`src/rtl/axil_pkg.sv`:
```
// AXI4-Lite response codes and the master engine FSM state type.
package axil_pkg;

  localparam logic [1:0] AXI_RESP_OKAY   = 2'b00;
  localparam logic [1:0] AXI_RESP_EXOKAY = 2'b01;
  localparam logic [1:0] AXI_RESP_SLVERR = 2'b10;
  localparam logic [1:0] AXI_RESP_DECERR = 2'b11;

  typedef enum logic [2:0] {
    ST_IDLE,
    ST_WR_ADDR_DATA,
    ST_WR_RESP,
    ST_RD_ADDR,
    ST_RD_DATA,
    ST_RSP
  } axil_mst_state_e;

endpackage

```
`src/rtl/m_axil_master_engine.sv`:
```
// AXI4-Lite master: one single-word command in flight, turned into an AW/W/B or AR/R
// transaction; sticky TIMEOUT flag for slaves that stall the bus.
module m_axil_master_engine
  import axil_pkg::*;
#(
  parameter int M_AXI_DATA_WIDTH = 32,  // 32 or 64
  parameter int M_AXI_ADDR_WIDTH = 32,
  parameter int TIMEOUT_CYCLES   = 256
) (
  input  logic                          ACLK,
  input  logic                          ARESET,
  input  logic                          CMD_VALID,
  output logic                          CMD_READY,
  input  logic                          CMD_WRITE,
  input  logic [M_AXI_ADDR_WIDTH-1:0]   CMD_ADDR,
  input  logic [M_AXI_DATA_WIDTH-1:0]   CMD_WDATA,
  input  logic [M_AXI_DATA_WIDTH/8-1:0] CMD_WSTRB,
  output logic                          RSP_VALID,
  input  logic                          RSP_READY,
  output logic                          RSP_WRITE,
  output logic [M_AXI_DATA_WIDTH-1:0]   RSP_RDATA,
  output logic [1:0]                    RSP_RESP,
  output logic                          TIMEOUT,
  output logic [M_AXI_ADDR_WIDTH-1:0]   AWADDR,
  output logic                          AWVALID,
  input  logic                          AWREADY,
  output logic [M_AXI_DATA_WIDTH-1:0]   WDATA,
  output logic [M_AXI_DATA_WIDTH/8-1:0] WSTRB,
  output logic                          WVALID,
  input  logic                          WREADY,
  input  logic [1:0]                    BRESP,
  input  logic                          BVALID,
  output logic                          BREADY,
  output logic [M_AXI_ADDR_WIDTH-1:0]   ARADDR,
  output logic                          ARVALID,
  input  logic                          ARREADY,
  input  logic [M_AXI_DATA_WIDTH-1:0]   RDATA,
  input  logic [1:0]                    RRESP,
  input  logic                          RVALID,
  output logic                          RREADY
);

  localparam logic [16:0] TO_LIM = 17'(TIMEOUT_CYCLES);
  localparam bit          TO_EN  = (TIMEOUT_CYCLES != 0);

  axil_mst_state_e state, state_d;

  logic                          live;
  logic [M_AXI_ADDR_WIDTH-1:0]   addr_q;
  logic [M_AXI_DATA_WIDTH-1:0]   wdata_q;
  logic [M_AXI_DATA_WIDTH/8-1:0] wstrb_q;
  logic                          aw_done, w_done;
  logic [15:0]                   cnt;
  logic                          busy;

  assign AWADDR  = addr_q;
  assign ARADDR  = addr_q;
  assign WDATA   = wdata_q;
  assign WSTRB   = wstrb_q;
  assign busy    = (state == ST_WR_ADDR_DATA) || (state == ST_WR_RESP) ||
                   (state == ST_RD_ADDR)      || (state == ST_RD_DATA);

  always_ff @(posedge ACLK or negedge ARESET) begin
    if (!ARESET) state <= ST_IDLE;
    else         state <= state_d;
  end

  always_comb begin
    state_d   = state;
    CMD_READY = 1'b0;
    AWVALID   = 1'b0;
    WVALID    = 1'b0;
    BREADY    = 1'b0;
    ARVALID   = 1'b0;
    RREADY    = 1'b0;
    RSP_VALID = 1'b0;
    unique case (state)
      ST_IDLE: begin
        // live keeps CMD_READY low while reset is held, even though state is IDLE
        CMD_READY = live;
        if (live && CMD_VALID) state_d = CMD_WRITE ? ST_WR_ADDR_DATA : ST_RD_ADDR;
      end
      ST_WR_ADDR_DATA: begin
        AWVALID = !aw_done;
        WVALID  = !w_done;
        if ((aw_done || AWREADY) && (w_done || WREADY)) state_d = ST_WR_RESP;
      end
      ST_WR_RESP: begin
        BREADY = 1'b1;
        if (BVALID) state_d = ST_RSP;
      end
      ST_RD_ADDR: begin
        ARVALID = 1'b1;
        if (ARREADY) state_d = ST_RD_DATA;
      end
      ST_RD_DATA: begin
        RREADY = 1'b1;
        if (RVALID) state_d = ST_RSP;
      end
      ST_RSP: begin
        RSP_VALID = 1'b1;
        if (RSP_READY) state_d = ST_IDLE;
      end
      default: state_d = ST_IDLE;
    endcase
  end

  always_ff @(posedge ACLK or negedge ARESET) begin
    if (!ARESET) begin
      live      <= 1'b0;
      addr_q    <= '0;
      wdata_q   <= '0;
      wstrb_q   <= '0;
      aw_done   <= 1'b0;
      w_done    <= 1'b0;
      RSP_WRITE <= 1'b0;
      RSP_RDATA <= '0;
      RSP_RESP  <= '0;
      cnt       <= '0;
      TIMEOUT   <= 1'b0;
    end else begin
      live <= 1'b1;
      if (CMD_READY && CMD_VALID) begin
        addr_q  <= CMD_ADDR;
        wdata_q <= CMD_WDATA;
        wstrb_q <= CMD_WSTRB;
      end
      if (state == ST_WR_ADDR_DATA) begin
        if (AWVALID && AWREADY) aw_done <= 1'b1;
        if (WVALID && WREADY)   w_done  <= 1'b1;
      end else begin
        aw_done <= 1'b0;
        w_done  <= 1'b0;
      end
      if (BREADY && BVALID) begin
        RSP_WRITE <= 1'b1;
        RSP_RDATA <= '0;
        RSP_RESP  <= BRESP;
      end
      if (RREADY && RVALID) begin
        RSP_WRITE <= 1'b0;
        RSP_RDATA <= RDATA;
        RSP_RESP  <= RRESP;
      end
      // The stall is only flagged: AXI never allows a raised VALID to be withdrawn.
      if (state != ST_IDLE && state_d == ST_IDLE) cnt <= '0;
      else if (busy && cnt != '1)                 cnt <= cnt + 16'd1;
      if (TO_EN && busy && ({1'b0, cnt} + 17'd1) == TO_LIM) TIMEOUT <= 1'b1;
    end
  end

endmodule

```
`config.mk`:
```
export PLATFORM = sky130hd
export DESIGN_NAME = m_axil_master_engine
export DESIGN_NICKNAME = d
export VERILOG_FILES = /design/src/rtl/axil_pkg.sv /design/src/rtl/m_axil_master_engine.sv
export SDC_FILE = /design/constraint.sdc
export NUM_CORES = 1
export LEC_CHECK = 0
export CELL_PAD_IN_SITES_DETAIL_PLACEMENT = 0
export CELL_PAD_IN_SITES_GLOBAL_PLACEMENT = 1
export CORE_MARGIN = 5
export CORE_UTILIZATION = 32
export CTS_BUF_LIST = sky130_fd_sc_hd__clkbuf_8
export CTS_CLUSTER_SIZE = 28
export DETAILED_ROUTE_END_ITERATION = 8
export GPL_ROUTABILITY_DRIVEN = 0
export GPL_TIMING_DRIVEN = 0
export HOLD_SLACK_MARGIN = 0.1
export PLACE_DENSITY_LB_ADDON = 0.15
export REMOVE_ABC_BUFFERS = 1
export SLEW_MARGIN = 20
export SYNTH_ARGS = -nofsm -noshare
export SYNTH_HDL_FRONTEND = slang
export SYNTH_SLANG_ARGS = --single-unit
```
`constraint.sdc`:
```
create_clock -name ACLK -period 2.2 [get_ports ACLK]
set_input_delay 0.55 -clock ACLK [delete_from_list [all_inputs] [get_ports ACLK]]
set_output_delay 0.55 -clock ACLK [all_outputs]
set_load 0.02 [all_outputs]
```
# After elaboration in Yosys (flattened, before gate mapping)
# Index checks and enable logic that the tools add are counted.
[word_totals]
in_bits = 114
output_inout_bits = 143
register_bits = 126
elab_cells = 72
[op_classes]
n_reduce_logical = 22
n_eq_ne = 9
addsub = 2
muxes = 27
[op_table]
columns = ["cell", "n"]
rows = [
  ["$mux W32", 2],
  ["$mux W16", 2],
  ["$mux W3", 6],
  ["$pmux W3 S6", 1],
  ["$add A16 B1 Y17 const B", 1],
  ["$eq A17 B9 Y1 const B", 1],
  ["$add A16 B1 Y16 const B", 1],
  ["$ne A16 B16 Y1 const B", 1],
  ["$mux W1", 13],
  ["$logic_and A1 B1 Y1", 10],
  ["$eq A3 B2 Y1 const B", 2],
  ["$eq A3 B3 Y1 const B", 2],
  ["$logic_not A3 Y1", 2],
  ["$mux W2", 3],
  ["$logic_or A1 B1 Y1", 5],
  ["$ne A2 B1 Y1 const B", 2],
  ["$reduce_bool A2 Y1", 2],
  ["$eq A3 B1 Y1 const B", 1],
  ["$reduce_bool A3 Y1", 1],
  ["$logic_not A1 Y1", 2],
]

# Depth between registers and ports, before layout
# Gate-level depths: netlist of run 1.
[logic_depth]
word_depth = 7
depth_mapped = 8
mapped_depth_nobuf = 6

# Least setup slack after synthesis of run 1
# OpenSTA, ideal clock, no wires.
[synth_timing]
path_kind = "input-to-reg"
startpoint = "in RVALID"
endpoint = "reg cnt[8]"
setup_ns = 0.118
path_slack_ns = 0.266
path_stages = 6
arrival_ns = 1.816
t_required_ns = 2.082
n_path_buf = 1
cell_sequence = "and3b_1 o21ai_4 o2111ai_2 nor4_4 buf_6 nor2_1"
[synth_between]
elab_chain_len = 5
elab_cells_between_ends = 6
cone_classes = "3 x mux; 3 x reduce/logical"
[synth_lines]
columns = ["item", "line_no", "rtl"]
rows = [
  ["start, declared", "m_axil_master_engine.sv:39", "input logic RVALID,"],
  ["$mux W3 *", "m_axil_master_engine.sv:98", "if (RVALID) state_d = ST_RSP;"],
  ["$pmux W3 S6 *", "m_axil_master_engine.sv:77", "unique case (state)"],
  ["via state_d[0]", "m_axil_master_engine.sv:46", "axil_mst_state_e state, state_d;"],
  ["$logic_not A3 Y1 *", "m_axil_master_engine.sv:146", "if (state != ST_IDLE && state_d == ST_IDLE) cnt <= '0;"],
  ["$logic_and A1 B1 Y1 *", "m_axil_master_engine.sv:146", ""],
  ["$mux W16 or $reduce_bool A2 Y1 (tied branches)", "-", ""],
  ["end signal, assigned", "m_axil_master_engine.sv:147", "else if (busy && cnt != '1) cnt <= cnt + 16'd1;"],
  ["end, declared", "m_axil_master_engine.sv:53", "logic [15:0] cnt;"],
]
# Mark *: on every way through the listed nets, which the timed path passes. The rest lies on a longest branch.
# A chain may end at the register's enable or synchronous reset.

# Worst setup path in the final report of run 1
[layout_timing]
startpoint = "reg state[2]"
endpoint = "out WVALID"
[layout_between]
elab_chain_len = 2
[layout_lines]
columns = ["item", "line_no", "rtl"]
rows = [
  ["start, declared", "m_axil_master_engine.sv:46", ""],
  ["start signal, assigned", "m_axil_master_engine.sv:65", "else state <= state_d;"],
  ["$eq A3 B1 Y1", "m_axil_master_engine.sv:77", ""],
  ["$mux W1", "m_axil_master_engine.sv:77", ""],
  ["end, declared", "m_axil_master_engine.sv:29", "output logic WVALID,"],
]
# No other way between the ends.

==> results of run 1 <==
-- path summary, 6_finish.rpt --
path | startpoint | to | slack (ns) | cells past startpoint
max | state[2] | WVALID | 0.09 | 3
min | RSP_RESP[1] | RSP_RESP[1] | 0.50 | 2
max in group asynchronous | ARESET | WDATA[20] | 0.86 | 3
min reg2reg | RSP_RESP[1] | RSP_RESP[1] | 0.50 | 2
min in group asynchronous | ARESET | cnt[9] | 0.65 | 2
max reg2reg | cnt[8] | cnt[1] | 0.15 | 5
-- worst max-delay path, stage by stage (launching register included) --
cell	delay (ns)
dfrtp_2	0.43
or3b_4	0.43
nor2_1	0.10
buf_4	0.16
-- metal layers --
metal | global-route usage, % | routed length [microns] | vias up
met1 | 18.2 | 6010 | 2089
met4 | 5.92 | 265 | 2
met3 | 6.24 | 1210 | 21
met2 | 27.6 | 8580 | 135
met5 | 0 | 11 | -
li1 | - | - | 1944
-- logic make-up after synthesis --
family | share of synthesized area [%]
mux | 14.9
other cells | 0.0682
compound gates | 9.90
xor+xnor | 2.55
buf+inv | 6.67
flops | 57.4
fa+ha+maj | 0.228
simple gates | 8.35
-- what timing repair did --
| item | 4_1_cts | 5_1_grt |
|---|---|---|
| endpoints found under the setup margin | 24 | 24 |
| endpoints found under the hold margin | 62 | 0 |
| pin swaps | 3 | 2 |
| hold buffers | 1 | 0 |
| buffers inserted | 9 | 4 |
| cloned | 1 | 1 |
| gates resized for setup | 29 | 12 |
-- flip-flops by register name, indices dropped and copies added (netlist names) --
name / flops
ARADDR: 32
RSP_RDATA: 32
WDATA: 32
cnt: 16
WSTRB: 4
state: 3
RSP_RESP: 2
RSP_WRITE: 1
TIMEOUT: 1
aw_done: 1
live: 1
w_done: 1
-- area by class of cell --
cell class / count / area, sq um
fill: 1537 / 8430
sequential: 126 / 3160
timing repair buffer: 273 / 2710
multi-input combinational: 235 / 2050
tap: 225 / 282
clock buffer: 20 / 275
clock inverter: 11 / 141
inverter: 3 / 11.3
antenna: 1 / 2.50
-- power by group --
group / switching [mW] / total, mW / leakage (nW) / internal [mW]
Combinational: 3.13 / 6.42 / 1.88 / 3.29
Clock: 0.922 / 2.12 / 0.212 / 1.20
Sequential: 0.612 / 3.87 / 1.57 / 3.26
-- placed cells by master (no fill, tap or decap), drive strengths merged, types with 4 or more instances in the layout --
cell / count
nor3: 4
nand3: 6
o211ai: 9
xor2: 12
dfrtp: 126
o2111ai: 4
mux2: 69
mux2i: 4
nand2: 9
inv: 4
nor2: 30
clkdlybuf4s50: 248
buf: 21
nor4: 4
o21ai: 10
clkbuf: 23
and3: 6
a22o: 32
xnor2: 4
clkinv: 5
nand4: 7
-- per-stage QoR --
step	hold WS, ns	total power [mW]	area [sq um]	utilization [%]
2_1_floorplan	0.254	6.88	5140	-
3_3_place_gp	0.468	10.1	7990	46.8
3_5_place_dp	0.490	10.2	8070	47.3
4_1_cts	0.506	12.6	8600	50.4
5_1_grt	0.518	13.1	8630	50.6
6_report	0.496	12.4	8630	50.6
==> results.ini, run 1 <==
[final_layout]
syn2layout_area_growth_pct=57.0
drive_above_1_share_pct=23.4
layoutNonFillerInstCount=894
design.final.nets=771

[global_route]
globalRoute.totalOverflow=0
grt_first_pass_wirelength_microns=25100
first_global_vias=4513
antenna_found_initial=2
track_usage_pct=16.1
largest_net_degree_at_the_start_of_global_routing=65

[power]
static-leakage-power_nw=3.66
power_per_cell_area_nw_per_um2=1440
ir_worst_vdd_v=0.000896

[timing]
final.setup.tns_ns=0
post-route-worst-setup-slack_ns=0.0917
post-route-min-period_ns=2.11
slew_violations=0
max-slew-margin-rel_pct=40.3
final_critical_path_share_of_the_clock_period_pct=95.8
fmaxAchievable_mhz=474
worst_case_clock_skew_ns=0.00916
rsz0062_at_grt=no
report.final.setup_viol=0
finalHoldViolations=0
worst-slew-pin-transition_ns=0.896

[synthesis]
synth_edf_count=0
synth_async_sr_flop_share_pct=100
proportion_of_synthesized_chip_area_in_sequential_cells_pct=57.4
yosys.cell_types.count=48
synth.largest_area_cell=dfrtp_1
yosys-top-cells-count=dfrtp_1 (126), mux2_2 (69), a22o_1 (32), buf_4 (32), nor2_1 (28)
synthesis.yosys.warnings=0
ys_ff_latch=126
post_synth_instance_area_sq_um=5500
syn-mean-instance-area_sq_um=13.1
netlist_top_cells_area=dfrtp_1 (57%), mux2_2 (14%), a22o_1 (5.1%)
syn_inst=418
synth_top_area_share_pct=57.4
synthMostInstantiatedCell=dfrtp_1
synthFlopType=dfrtp_1

[die]
die_area_sq_um=19900
design.portCount=257
row_count=48
core_sq_um=17100
chipWidth_microns=141
die_height_microns=141
starting_density_pct=32.2

[clocking]
ctsHtreeMaxLevel=4
cts.reportedPaths.clkPinSlew_ns=0.07
cts_num_sinks=126
clock_tree.root_cell=clkbuf_8
cts-buffers-inserted=17
clock_tree.buffer_depth=2
insertion_delay_ns=0.44
cts_tree=built

[drt]
detailedRoute.firstIterationViolations=125
drt.antenna.violating_nets=0
detail_route.wl_per_cell_microns=18.0
detail_route.vias_per_cell=4.69
detail_route.first_pass.iterations=4
drc=0
detailroute.via_count=4191
wirelength_microns=16100

[placement]
pre_cts_slack_ns=-1.38
dp_hpwl_microns=11300
place.port_buffers=256
placed_cells=846

[critical_path]
worst-path-max-fanout=5
cp.required_ns=1.65
critPathArrivalTime_ns=1.56
worst_setup_path_start_kind=flop
timing.setup.critical_path_class=flop to output port
crit_path_end_kind=output port

[hold_path]
tightest_hold_check_type=flop to flop

[status]
status=finished, final reports clean

[run]
max_cap_viol_count=0

Power figures use the tool's default switching activity.
==> inputs of run 2 (changes only) <==
--- a/config.mk
+++ b/config.mk
@@ -17,7 +17,6 @@
 export HOLD_SLACK_MARGIN = 0.1
 export PLACE_DENSITY_LB_ADDON = 0.15
 export REMOVE_ABC_BUFFERS = 1
-export SLEW_MARGIN = 20
 export SYNTH_ARGS = -nofsm -noshare
 export SYNTH_HDL_FRONTEND = slang
 export SYNTH_SLANG_ARGS = --single-unit
==> results.ini, run 2 (synthesis results as in run 1) <==
[die]
die_area_sq_um=19900  ; unchanged
chipWidth_microns=141  ; unchanged
starting_density_pct=32.2  ; unchanged
row_count=48  ; unchanged
design.portCount=257  ; unchanged
core_sq_um=17100  ; unchanged
die_height_microns=141  ; unchanged

[power]
power_per_cell_area_nw_per_um2=1420  ; was 1440 nW/um^2
ir_worst_vdd_v=0.000814  ; was 0.000896 V
static-leakage-power_nw=3.62  ; was 3.66 nW
design_power_total_mw=12.2  ; was 12.4 mW

[global_route]
antenna_found_initial=1  ; was 2
largest_net_degree_at_the_start_of_global_routing=65  ; unchanged
track_usage_pct=16.0  ; was 16.1%
grt_first_pass_wirelength_microns=24900  ; was 25100 microns
globalRoute.totalOverflow=0  ; unchanged
first_global_vias=4499  ; was 4513

[hold_path]
tightest_hold_check_type=flop to flop  ; unchanged
worst_hold_startpoint=RSP_RESP[1]  ; unchanged

[critical_path]
setup_slack_reg_to_reg_ns=0.17  ; was 0.15 ns
cp.required_ns=1.65  ; about the same
critical_path.reg2reg.startpoint=cnt[8]  ; unchanged
critPathArrivalTime_ns=1.57  ; was 1.56 ns
launch_point_of_the_critical_path=state[0]  ; was state[2]
path_delay_family=simple AND/OR/NAND/NOR gates  ; unchanged
crit_path_cell_chain=or3b_4, nor2_2, buf_6  ; was or3b_4, nor2_1, buf_4
worst_setup_path_start_kind=flop  ; unchanged
timing.setup.critical_path_class=flop to output port  ; unchanged
critical-path-max-stage-delay_ns=0.45  ; was 0.43 ns
worst-path-max-fanout=7  ; was 5
crit_path_end_kind=output port  ; unchanged
worst-path-buf-inv=1  ; unchanged
timing.critical_path.slowest_stage_cell=dfrtp_2  ; unchanged

[timing]
finalHoldViolations=0  ; unchanged
final_critical_path_share_of_the_clock_period_pct=96.3  ; was 95.8%
worst_case_clock_skew_ns=0.0110  ; was 0.00916 ns
post-route-min-period_ns=2.12  ; was 2.11 ns
final.setup.tns_ns=0  ; unchanged
hold-worst-slack_ns=0.495  ; was 0.496 ns
slew_violations=0  ; unchanged
worst-slew-pin-transition_ns=0.897  ; was 0.896 ns
post-route-worst-setup-slack_ns=0.0815  ; was 0.0917 ns
max-slew-margin-rel_pct=40.2  ; was 40.3%
report.final.setup_viol=0  ; unchanged
fmaxAchievable_mhz=472  ; was 474 MHz

[final_layout]
design.final.nets=766  ; was 771
drive_above_1_share_pct=22.3  ; was 23.4%
fin_area_sq_um=8580  ; was 8630 sq um
utilization_pct=50.3  ; was 50.6%
seqCellArea_sq_um=3160  ; unchanged
fillCellCount=1550  ; was 1537
layout_commonest_cell=clkdlybuf4s50_1  ; unchanged
highest_count_cells_in_the_layout_ignoring_fill_and_taps=clkdlybuf4s50_1 (248), dfrtp_1 (123), mux2_2 (69)  ; unchanged
multi_input_gate_area_in_the_final_layout_sq_um=2050  ; about the same
layoutNonFillerInstCount=886  ; was 894
syn2layout_area_growth_pct=56.0  ; was 57.0%

[drt]
detail_route.first_pass.iterations=4  ; unchanged
detailedRoute.firstIterationViolations=149  ; was 125
detail_route.wl_per_cell_microns=17.7  ; was 18.0 microns
detailroute.via_count=4146  ; was 4191
wirelength_microns=15700  ; was 16100 microns
detail_route.vias_per_cell=4.68  ; was 4.69
drt.antenna.violating_nets=0  ; unchanged
drc=0  ; unchanged

[clocking]
clock_tree.root_cell=clkbuf_8  ; unchanged
cts-buffers-inserted=17  ; unchanged
cts_num_sinks=126  ; unchanged
cts_tree=built  ; unchanged
insertion_delay_ns=0.43  ; was 0.44 ns
cts.reportedPaths.clkPinSlew_ns=0.07  ; about the same
clock_tree.buffer_depth=2  ; unchanged
ctsHtreeMaxLevel=4  ; unchanged

[placement]
pre_cts_slack_ns=-1.36  ; was -1.38 ns
placed_cells=845  ; was 846
dp_hpwl_microns=11200  ; was 11300 microns
placement.cell_area_sq_um=8060  ; was 8070 sq um
place.port_buffers=256  ; unchanged

[status]
status=finished, final reports clean  ; unchanged

[run]
max_cap_viol_count=0  ; unchanged

-- run 2: final cells by class --
| type | instances | share of cell area, % |
|---|---|---|
| clock buffer | 20 | 3.21 |
| antenna | 1 | 0.0292 |
| multi-input combinational | 234 | 23.9 |
| tap | 225 | 3.28 |
| clock inverter | 8 | 1.09 |
| inverter | 3 | 0.131 |
| sequential | 126 | 36.8 |
| timing repair buffer | 269 | 31.5 |
-- run 2: path summary, 6_finish.rpt --
kind                       cells after the start            end
max reg2reg                                    5         cnt[1]
max                                            3        AWVALID
min                                            2    RSP_RESP[1]
min reg2reg                                    2    RSP_RESP[1]
min in group asynchronous                      2  RSP_RDATA[27]
max in group asynchronous                      3       WDATA[4]
-- run 2: what timing repair did --
action,4_1_cts,5_1_grt
buffers inserted,7,3
pin swaps,3,1
resized for setup,31,11
hold buffers,1,0
gates cloned,1,0
endpoints found under the hold margin,4,0
setup endpoints to repair,35,8
-- run 2: layer usage --
layer / track usage (%) / vias up / routed length [microns]
li1: - / 1924 / -
met1: 18.2 / 2063 / 5890
met2: 27.1 / 136 / 8170
met3: 6.04 / 23 / 1310
met4: 6.48 / 0 / 320
met5: 0 / - / 0
-- run 2: worst reg2reg max path, stage by stage (launching register included) --
cell and delay (ns):
dfrtp_1 0.47, nand4_2 0.22, or4_4 0.70, o21ai_2 0.27, mux2i_1 0.21, nor2_1 0.05
-- run 2: report_power, final --
part,switching (mW),internal [mW],leakage (nW)
Clock,0.869,1.06,0.189
Sequential,0.614,3.26,1.57
Combinational,3.11,3.28,1.86
Total,4.60,7.60,3.62
==> inputs of run 3 (changes only) <==
--- a/config.mk
+++ b/config.mk
@@ -5,10 +5,11 @@
 export SDC_FILE = /design/constraint.sdc
 export NUM_CORES = 1
 export LEC_CHECK = 0
+export ABC_AREA = 1
 export CELL_PAD_IN_SITES_DETAIL_PLACEMENT = 0
 export CELL_PAD_IN_SITES_GLOBAL_PLACEMENT = 1
 export CORE_MARGIN = 5
-export CORE_UTILIZATION = 32
+export CORE_UTILIZATION = 30
 export CTS_BUF_LIST = sky130_fd_sc_hd__clkbuf_8
 export CTS_CLUSTER_SIZE = 28
 export DETAILED_ROUTE_END_ITERATION = 8
==> results.ini, run 3 <==
[power]
static-leakage-power_nw=4.20  ; was 3.62 nW
design_power_total_mw=12.0  ; was 12.2 mW
power_per_cell_area_nw_per_um2=1390  ; was 1420 nW/um^2
ir_worst_vdd_v=0.000805  ; was 0.000814 V

[drt]
wirelength_microns=17900  ; was 15700 microns
detail_route.wl_per_cell_microns=15.3  ; was 17.7 microns
drt.antenna.violating_nets=0  ; unchanged
drc=0  ; unchanged
detailroute.via_count=4997  ; was 4146
detail_route.first_pass.iterations=4  ; unchanged
detail_route.vias_per_cell=4.28  ; was 4.68
detailedRoute.firstIterationViolations=266  ; was 149

[synthesis]
synth_top_area_share_pct=55.4  ; was 57.4%
synth_edf_count=0  ; unchanged
syn_inst=704  ; was 418
synth.largest_area_cell=dfrtp_1  ; unchanged
syn-mean-instance-area_sq_um=8.08  ; was 13.1 sq um
proportion_of_synthesized_chip_area_in_sequential_cells_pct=55.4  ; was 57.4%
ys_ff_latch=126  ; unchanged
synthMostInstantiatedCell=nand2_1  ; was dfrtp_1
synth_async_sr_flop_share_pct=100  ; unchanged
synthFlopType=dfrtp_1  ; unchanged
post_synth_instance_area_sq_um=5690  ; was 5500 sq um
netlist_top_cells_area=dfrtp_1 (55%), nand2_1 (23%), buf_4 (4.6%)  ; was dfrtp_1 (57%), mux2_2 (14%), a22o_1 (5.1%)
yosys.cell_types.count=30  ; was 48
yosys-top-cells-count=nand2_1 (342), dfrtp_1 (126), nand3_1 (51)  ; was dfrtp_1 (126), mux2_2 (69), a22o_1 (32), buf_4 (32), nor2_1 (28)
synthesis.yosys.warnings=0  ; unchanged

[placement]
placement.cell_area_sq_um=8230  ; was 8060 sq um
place.port_buffers=256  ; unchanged
pre_cts_slack_ns=-1.86  ; was -1.36 ns
placed_cells=1136  ; was 845
dp_hpwl_microns=12400  ; was 11200 microns

[final_layout]
highest_count_cells_in_the_layout_ignoring_fill_and_taps=nand2_1 (339), clkdlybuf4s50_1 (248), dfrtp_1 (125)  ; was clkdlybuf4s50_1 (248), dfrtp_1 (123), mux2_2 (69)
layoutNonFillerInstCount=1168  ; was 886
diodes=0  ; was 1
syn2layout_area_growth_pct=52.3  ; was 56.0%
layout_commonest_cell=nand2_1  ; was clkdlybuf4s50_1
design.final.nets=1038  ; was 766
drive_above_1_share_pct=6.21  ; was 22.3%
fin_area_sq_um=8660  ; was 8580 sq um

[global_route]
largest_net_degree_at_the_start_of_global_routing=77  ; was 65
first_global_vias=5027  ; was 4499
antenna_found_initial=0  ; was 1
grt_first_pass_wirelength_microns=27700  ; was 24900 microns
track_usage_pct=16.2  ; was 16.0%
globalRoute.totalOverflow=0  ; unchanged

[hold_path]
worst_hold_startpoint=TIMEOUT  ; was RSP_RESP[1]
tightest_hold_check_type=flop to flop  ; unchanged
timing.hold.worst_endpoint=TIMEOUT  ; was RSP_RESP[1]
hold_path_depth=2  ; unchanged

[critical_path]
worst-path-buf-inv=3  ; was 1
crit-reg2reg-capture=WDATA[0]  ; was cnt[1]
path_delay_family=buffers and inverters  ; was simple AND/OR/NAND/NOR gates
crit_path_end_kind=output port  ; unchanged
worst_setup_path_start_kind=flop  ; unchanged
critical_path.reg2reg.startpoint=state[1]  ; was cnt[8]
ff2ff_path_depth=6  ; was 5
timing.critical_path.slowest_stage_cell=dfrtp_1  ; was dfrtp_2
crit_path_cell_chain=inv_2, nand3_1, inv_1, dlygate4sd2_1  ; was or3b_4, nor2_2, buf_6
worst-path-max-fanout=5  ; was 7
setup_slack_reg_to_reg_ns=0.18  ; was 0.17 ns
cp.required_ns=1.65  ; about the same
worst-path-stages=4  ; was 3
critPathArrivalTime_ns=1.56  ; was 1.57 ns
launch_point_of_the_critical_path=state[2]  ; was state[0]
timing.setup.critical_path_class=flop to output port  ; unchanged
critical-path-max-stage-delay_ns=0.43  ; was 0.45 ns

[timing]
post-route-worst-setup-slack_ns=0.0938  ; was 0.0815 ns
finalHoldViolations=0  ; unchanged
max-slew-margin-rel_pct=58.4  ; was 40.2%
slew_violations=0  ; unchanged
report.final.setup_viol=0  ; unchanged
final_critical_path_share_of_the_clock_period_pct=95.7  ; was 96.3%
hold-worst-slack_ns=0.463  ; was 0.495 ns
fmaxAchievable_mhz=475  ; was 472 MHz
worst_case_clock_skew_ns=0.0113  ; was 0.0110 ns
rsz0062_at_grt=yes
post-route-min-period_ns=2.11  ; was 2.12 ns
worst-slew-pin-transition_ns=0.624  ; was 0.897 ns

[clocking]
postCtsSetupBuffers=0  ; was 7
cts-buffers-inserted=17  ; unchanged
clock_tree.buffer_depth=2  ; unchanged
cts.reportedPaths.clkPinSlew_ns=0.07  ; about the same
insertion_delay_ns=0.43  ; about the same
cts_tree=built  ; unchanged
clock_tree.root_cell=clkbuf_8  ; unchanged
cts_num_sinks=126  ; unchanged
ctsHtreeMaxLevel=4  ; unchanged

[die]
chipWidth_microns=148  ; was 141 microns
core_sq_um=18700  ; was 17100 sq um
design.portCount=257  ; unchanged
starting_density_pct=30.4  ; was 32.2%
die_height_microns=148  ; was 141 microns
die_area_sq_um=21800  ; was 19900 sq um
row_count=50  ; was 48

[run]
max_cap_viol_count=0  ; unchanged

[status]
status=finished, final reports clean  ; unchanged

[run 3: worst register-to-register path, delay by kind of cell (launching register included)]
| kind | cells | cell delay (ns) |
|---|---|---|
| flip-flops | 1 | 0.44 |
| buffers and inverters | 2 | 0.66 |
| AND/OR/NAND/NOR | 4 | 0.85 |
[run 3: power breakdown]
part           total [mW]  leakage (nW)  internal (mW)  switching [mW]
clock network        1.89         0.193          0.983           0.904
logic                6.20          2.39           2.80            3.40
registers            3.95          1.61           3.29           0.658
[run 3: stage by stage]
stage,util (%),setup TNS (ns)
finish,46.3,0
global route,46.3,-0.0498
CTS,46.1,-0.325
detailed placement,44.0,-144.31
global placement,43.7,-880.05
floorplan,-,-47.81
[run 3: layer usage]
metal / share of wire, % / track usage, % / vias to the layer above
met5: 0 / 0 / -
met4: 0.94 / 4.05 / 0
met3: 11 / 8.68 / 14
met2: 45 / 24.3 / 171
met1: 43 / 20.4 / 2255
li1: - / - / 2557
[run 3: logic make-up (layout without fill, tap and decap cells)]
family / count (synthesis) / after routing / share of synthesized area (%)
flops: 126 / 126 / 55.4
simple gates: 441 / 441 / 31.2
buf+inv: 102 / 331 / 9.35
other cells: 1 / 1 / 0.0659
compound gates: 26 / 27 / 2.66
fa+ha+maj: 1 / 1 / 0.220
xor+xnor: 7 / 7 / 1.08
[run 3: timing repair]
item                                   in CTS  in global routing
hold buffers                                1                  0
gates cloned                                0                  1
endpoints found under the hold margin      50                  0
pin swaps                                   0                  3
resized for setup                          25                 13
setup endpoints to repair                 127                 89
[run 3: final cells by class]
type	instances	area, sq um
Clock buffer	21	289
Clock inverter	9	71.3
Fill cell	1851	10000
Inverter	42	175
Multi-Input combinational cell	477	2070
Sequential cell	126	3150
Tap cell	234	293
Timing Repair Buffer	259	2610
[run 3: worst max-delay path by stage]
stage | to | slack [ns]
floorplan | ARADDR[0] | -0.52
global placement | WDATA[27] | -4.85
CTS | cnt[4] | -0.05
detailed placement | RSP_RESP[1] | -1.86
global route | AWVALID | -0.03
finish | ARVALID | 0.09
